===== config.mk =====
export PLATFORM = sky130hd
export DESIGN_NAME = sum_accumulator
export DESIGN_NICKNAME = d
export VERILOG_FILES = /design/src/rtl/sum_accumulator.sv
export SDC_FILE = /design/constraint.sdc
export NUM_CORES = 1
export LEC_CHECK = 0
export BUFFER_PORTS_ARGS = -buffer_cell sky130_fd_sc_hd__buf_2
export CORE_MARGIN = 10
export CORE_UTILIZATION = 56
export DETAILED_ROUTE_END_ITERATION = 10
export PLACE_DENSITY_LB_ADDON = 0.25
export SETUP_SLACK_MARGIN = 0.2
export SLEW_MARGIN = 20
export SYNTH_ARGS = -nofsm -noshare
export SYNTH_HDL_FRONTEND = slang
export SYNTH_SLANG_ARGS = --single-unit

===== constraint.sdc =====
create_clock -name i_clk -period 2.8 [get_ports i_clk]
set_input_delay 0.28 -clock i_clk [delete_from_list [all_inputs] [get_ports i_clk]]
set_output_delay 0.28 -clock i_clk [all_outputs]
set_load 0.05 [all_outputs]

===== src/rtl/sum_accumulator.sv =====
// sum_accumulator: sums the 32-bit beats of a packet with valid/ready
// handshakes on both sides. It reports the total (mod 2^32), a sticky carry
// flag and a saturating beat count. One result is held until downstream
// takes it.
module sum_accumulator #(
  parameter int CNT_W = 8
) (
  input  logic             i_clk,
  input  logic             i_rst_n,
  input  logic             i_valid,
  output logic             o_ready,
  input  logic [31:0]      i_data,
  input  logic             i_last,
  output logic             o_valid,
  input  logic             i_ready,
  output logic [31:0]      o_sum,
  output logic             o_carry,
  output logic [CNT_W-1:0] o_count
);

  typedef enum logic [1:0] {
    IDLE = 2'd0,  // no partial sum
    ACC  = 2'd1,  // partial sum held
    DONE = 2'd2   // result presented, waiting for downstream
  } state_t;

  localparam logic [CNT_W-1:0] CNT_MAX = '1;
  localparam logic [CNT_W-1:0] CNT_ONE = CNT_W'(1);

  state_t           state_q, state_d;
  logic [31:0]      acc_q, acc_d;
  logic             carry_q, carry_d;
  logic [CNT_W-1:0] count_q, count_d;
  logic [32:0]      sum33;

  // The carry out of bit 31 is kept as bit 32 of a widened add.
  assign sum33 = {1'b0, acc_q} + {1'b0, i_data};

  // State and datapath registers; reset clears any partial or pending result.
  always_ff @(posedge i_clk or negedge i_rst_n) begin
    if (!i_rst_n) begin
      state_q <= IDLE;
      acc_q   <= '0;
      carry_q <= 1'b0;
      count_q <= '0;
    end else begin
      state_q <= state_d;
      acc_q   <= acc_d;
      carry_q <= carry_d;
      count_q <= count_d;
    end
  end

  // Next-state and datapath update. While a result is pending, the input side
  // is ignored. o_ready is low then, so no beat can be accepted anyway.
  always_comb begin
    state_d = state_q;
    acc_d   = acc_q;
    carry_d = carry_q;
    count_d = count_q;
    case (state_q)
      IDLE: begin
        if (i_valid) begin
          acc_d   = i_data;
          carry_d = 1'b0;
          count_d = CNT_ONE;
          state_d = i_last ? DONE : ACC;
        end
      end
      ACC: begin
        if (i_valid) begin
          acc_d   = sum33[31:0];
          carry_d = carry_q | sum33[32];
          // Count saturates; the sum keeps accumulating regardless.
          if (count_q != CNT_MAX) begin
            count_d = count_q + CNT_ONE;
          end
          state_d = i_last ? DONE : ACC;
        end
      end
      DONE: begin
        if (i_ready) begin
          state_d = IDLE;
        end
      end
      default: state_d = IDLE;
    endcase
  end

  // Handshake outputs depend on state alone, so there is no combinational
  // path from i_valid or i_ready.
  always_comb begin
    o_ready = (state_q != DONE);
    o_valid = (state_q == DONE);
  end

  assign o_sum   = acc_q;
  assign o_carry = carry_q;
  assign o_count = count_q;

endmodule


# Word level (Yosys, flattened, before mapping)
# Index checks and enable logic that the tools add are counted.
[classes]
addsub = 2
n_mul = 0
n_div = 0
magnitude_cmp = 0
n_eq_ne = 9
shifts = 0
n_mux = 14
bitwise_logic = 1
reduce_logical = 6
[op_table]
columns = ["operator", "count"]
rows = [
  ["$mux 32", 2],
  ["$pmux 32 s2", 1],
  ["$add 32x32->33", 1],
  ["$mux 8", 3],
  ["$pmux 8 s2", 1],
  ["$add 8x1->8 const B", 1],
  ["$ne 2x2->1 const B", 4],
  ["$ne 8x8->1 const B", 1],
  ["$mux 2", 3],
  ["$ne 2x1->1 const B", 2],
  ["$pmux 2 s2", 1],
  ["$reduce_and 4->1", 1],
  ["$reduce_and 3->1", 1],
  ["$eq 2x1->1 const B", 1],
  ["$eq 2x2->1 const B", 1],
  ["$logic_not 2->1", 1],
  ["$mux 1", 2],
  ["$pmux 1 s2", 1],
  ["$reduce_and 2->1", 1],
  ["$reduce_bool 2->1", 1],
  ["$reduce_or 2->1", 1],
  ["$or 1x1->1", 1],
]
[word_totals]
regBits = 43
latch_bits = 0
ram_bits = 0
mem_bits_ro = 0
in_bits = 37
output_inout_bits = 43
elab_cells = 36
n_memories = 0

# Depth between registers and ports, before layout
[logic_depth]
depth_word = 4
mapped_depth = 9
mapped_depth_nobuf = 9

# Worst setup path after synthesis
# No wires, ideal clock.
[synth_path]
path_type = "reg-to-reg"
from = "reg acc_q[0], in the netlist o_sum[0]"
to = "reg acc_q[24], in the netlist o_sum[24]"
setup_ps = 124
t_arrival_ps = 2661
required_ps = 2676
slack_ps = 15
path_stages_with_launch = 10
path_buffers = 0
synth_period_minus_slack_ps = 2785
path_cell_list = "dfrtp_1 > ha_1 > fa_1 > a21o_1 > a221oi_1 > a21oi_1 > o21ai_2 > o21ai_1 > mux2i_1 > a211o_1"
[synth_between]
elab_chain_len = 3
[synth_lines]
columns = ["element", "line", "text"]
rows = [
  ["from (decl)", "31", "logic [31:0] acc_q, acc_d;"],
  ["from (signal assigned)", "43", "acc_q <= '0;"],
  ["from (signal assigned)", "48", "acc_q <= acc_d;"],
  ["$add 32x32->33", "37", "assign sum33 = {1'b0, acc_q} + {1'b0, i_data};"],
  ["$mux 32", "71", "if (i_valid) begin"],
  ["$pmux 32 s2", "61", "case (state_q)"],
]
# No other way between the ends. The select of a mux whose other input is x is not followed.
# A chain may end at the register's enable or synchronous reset.

# Worst setup path after layout
[layout_path]
from = "reg acc_q[6], in the netlist o_sum[6]"
to = "reg acc_q[27], in the netlist o_sum[27]"
# Same word-level chain as after synthesis.

==> flow_metrics.tcl <==
set metrics [dict create \
    status "complete, no violations" \
    synth.avg_cell_area_um2 7.91 \
    relSlewSlack 0.602 \
    clock_path_buffers 2 \
    p_leak_uw 0.00214 \
    synthToLayoutAreaGrowth_pct 17.0 \
    clkTransAtPathRegs_ps 90 \
    core_um2 6720 \
    synth_cell_types 53 \
    io_pins 80 \
    slew_violations 0 \
    routed_wl_um 11400 \
    r2r_start "o_sum[6]$_DFFE_PN0P_" \
    numCtsBuffers 5 \
    final_cell_mix "buf_2, nand2_1, a21oi_1" \
    drive_gt1_frac 0.208 \
    portBuffers 79 \
    path_max_fanout 6 \
    synth.net_count 555 \
    initial_core_util 0.570 \
    worst_ir_drop_vdd_uv 509 \
    finalPower_uw 4570 \
    nets 624 \
    end_kind "register" \
    gp_congestion 0.964 \
    nFillCells 603 \
    yosys_warnings 0 \
    dp.final_hpwl_um 8740 \
    grt_overflow_total 0 \
    synth_ff_type "dfrtp_1" \
    htree_levels 2 \
    synthArstFlopShare 1.00 \
    vias_per_cell 6.29 \
    period_share 0.911 \
    ys_ff_latch 43 \
    first_iter_violations 281 \
    layout_commonest_cell "buf_2" \
    setup_viol 0 \
    n_antenna_cell 0 \
    min_to "state_q[0]$_DFFE_PN0P_" \
    drv_cap 0 \
    path_buf_inv 0 \
    crit_type "register to register" \
    hp-class "primary input to register" \
    finalHoldViolations 0 \
    p_clk_frac 0.115 \
    rows 30 \
    r2r_slack_ps 250 \
    num_vias 3988 \
    die_area_um2 10500 \
    antenna_left 0 \
    grt_pass1_wl_um 18300 \
    critPathMaxStageDelay_ps 410 \
    grt_pass1_vias 3795 \
    rr_endpoint "o_sum[27]$_DFFE_PN0P_" \
    slowest_stage "dfrtp_1" \
    p_int_uw 2090 \
    synth_edf_count 0 \
    fin_util 0.667 \
    arrival_ps 2750 \
    drcViolationCount 0 \
    worst_pin_slew_ps 591 \
    clock-root-buffer "clkbuf_8" \
    multi_input_area_um2 2710 \
    die_width_um 103 \
    cts_tree "built" \
    rsz0062_at_grt "yes" \
    yosysSeqAreaShare 0.281 \
    insertion_delay_ps 310 \
    firstDrtPassIters 5 \
    hold_path_startpoint "i_last" \
    setup-tns-final_ps 0 \
    path_cells "ha_1, a21oi_1, or2_1, nand3_1, and3b_1, or3_1, mux2i_1, a221o_1" \
    start_kind "register" \
    holdPathStages 2 \
    max_freq_mhz 392 \
    power_density_nw_per_um2 1020 \
    synthCells 484 \
    cts.sinks 43 \
    skew_ps 2.65 \
    regArea_um2 1080 \
    critPathRequiredTime_ps 3000 \
    die_h_um 103 \
    p_seq_frac 0.213 \
    pwr-share-comb 0.672 \
    p_sw_frac 0.543 \
    path_delay_family "simple AND/OR/NAND/NOR gates" \
    grt_usage 0.214 \
    grt_max_degree 54 \
    antenna_found_initial 0 \
    switching_power_uw 2480 \
    final.min_clock_period_ps 2550 \
    netlist_area_um2 3830 \
    post_drt_wl_per_cell_um 18.0 \
    r2r_cells 8 \
]
## final cells by class
class | count | share of cell area
Multi-Input combinational cell | 409 | 0.604
Sequential cell | 43 | 0.241
Clock inverter | 3 | 0.0106
Clock buffer | 5 | 0.0154
Inverter | 9 | 0.00754
Timing Repair Buffer | 85 | 0.0994
Tap cell | 80 | 0.0223
## worst max-delay path by stage
| stage | start | slack, ps | depth (start not counted) | end |
|---|---|---|---|---|
| 2_1_floorplan | o_sum[0]$_DFFE_PN0P_ | 230 | 9 | o_sum[24]$_DFFE_PN0P_ |
| 3_3_place_gp | i_data[0] | 210 | 10 | o_sum[24]$_DFFE_PN0P_ |
| 6_report | o_sum[6]$_DFFE_PN0P_ | 250 | 8 | o_sum[27]$_DFFE_PN0P_ |
| 4_1_cts | o_sum[0]$_DFFE_PN0P_ | 240 | 9 | o_sum[26]$_DFFE_PN0P_ |
| 3_5_place_dp | i_data[0] | 150 | 10 | o_sum[26]$_DFFE_PN0P_ |
| 5_1_grt | o_sum[0]$_DFFE_PN0P_ | 150 | 9 | o_sum[26]$_DFFE_PN0P_ |
## state kept, by name, summed over array words and instances (netlist names)
| signal | flops |
|---|---|
| o_sum | 32 |
| o_count | 8 |
| state_q | 2 |
| o_carry | 1 |
## per-stage QoR
stage,cell area (µm²),hold slack [ps],cells,setup WS (ps)
after floorplan,3840,-15.6,484,234
after global placement,4270,472,624,206
after detailed placement,4270,473,624,151
after CTS,4420,142,633,236
after global routing,4480,160,634,150
final,4480,154,634,248
## worst reg2reg max path, stage by stage, from the launching register on
cell and delay [ps]:
dfrtp_1 410, ha_1 400, a21oi_1 170, or2_1 290
nand3_1 130, and3b_1 210, or3_1 370, mux2i_1 140
a221o_1 320
## what timing repair did
item                       CTS  global route
cloned                       0             0
pin swaps                    2             1
hold endpoints to repair     0             3
resized for setup            3            11
setup buffers                1             0
hold buffers                 0             1
setup endpoints to repair    3            14
## power by group through the flow
stage / Combinational [µW] / Clock [µW] / Sequential, µW
3_3_place_gp: 2900 / 0 / 970
6_report: 3070 / 526 / 973
2_1_floorplan: 1640 / 0 / 1610
4_1_cts: 2990 / 537 / 971
5_1_grt: 3350 / 566 / 996
3_5_place_dp: 2950 / 0 / 983
## cells by family (layout without fill, tap and decap cells)
family / after synthesis / count (layout) / share of synthesized area
compound gates: 169 / 169 / 0.276
xor+xnor: 24 / 24 / 0.0549
fa+ha+maj: 34 / 34 / 0.113
buf+inv: 32 / 102 / 0.0330
flops: 43 / 43 / 0.281
mux: 12 / 12 / 0.0314
simple gates: 170 / 170 / 0.210
## layer usage
layer  share of wire  up-vias  track usage
met2            0.46      161        0.353
met5               0        -            0
met1            0.43     1886        0.275
met4           0.012        0       0.0586
li1                -     1925            -
met3           0.091       16       0.0483
## cell usage after synthesis, types with 3 or more instances
| master | n | share of area |
|---|---|---|
| nand2_1 | 53 | 0.052 |
| a21oi_1 | 50 | 0.065 |
| dfrtp_1 | 43 | 0.28 |
| nor2_1 | 42 | 0.041 |
| o21ai_0 | 39 | 0.051 |
| ha_1 | 33 | 0.11 |
| clkbuf_1 | 16 | 0.016 |
| nand4_1 | 14 | 0.023 |
| and3_1 | 13 | 0.021 |
| nand3_1 | 13 | 0.017 |
| o21ai_1 | 13 | 0.017 |
| xor2_1 | 13 | 0.030 |
| mux2i_1 | 12 | 0.031 |
| a21o_1 | 11 | 0.022 |
| or3_1 | 11 | 0.018 |
| xnor2_1 | 11 | 0.025 |
| o21a_1 | 10 | 0.020 |
| inv_1 | 9 | 0.0088 |
| nor3_1 | 7 | 0.0091 |
| nor2b_1 | 6 | 0.0098 |
| buf_2 | 5 | 0.0065 |
| a311oi_1 | 4 | 0.0091 |
| nand2b_1 | 4 | 0.0065 |
| o211ai_1 | 4 | 0.0078 |
| o21bai_1 | 4 | 0.0078 |
| o22ai_1 | 4 | 0.0065 |
| o31ai_1 | 4 | 0.0078 |
| a221o_1 | 3 | 0.0078 |
| a31oi_1 | 3 | 0.0049 |
Power figures use the tool's default switching activity.
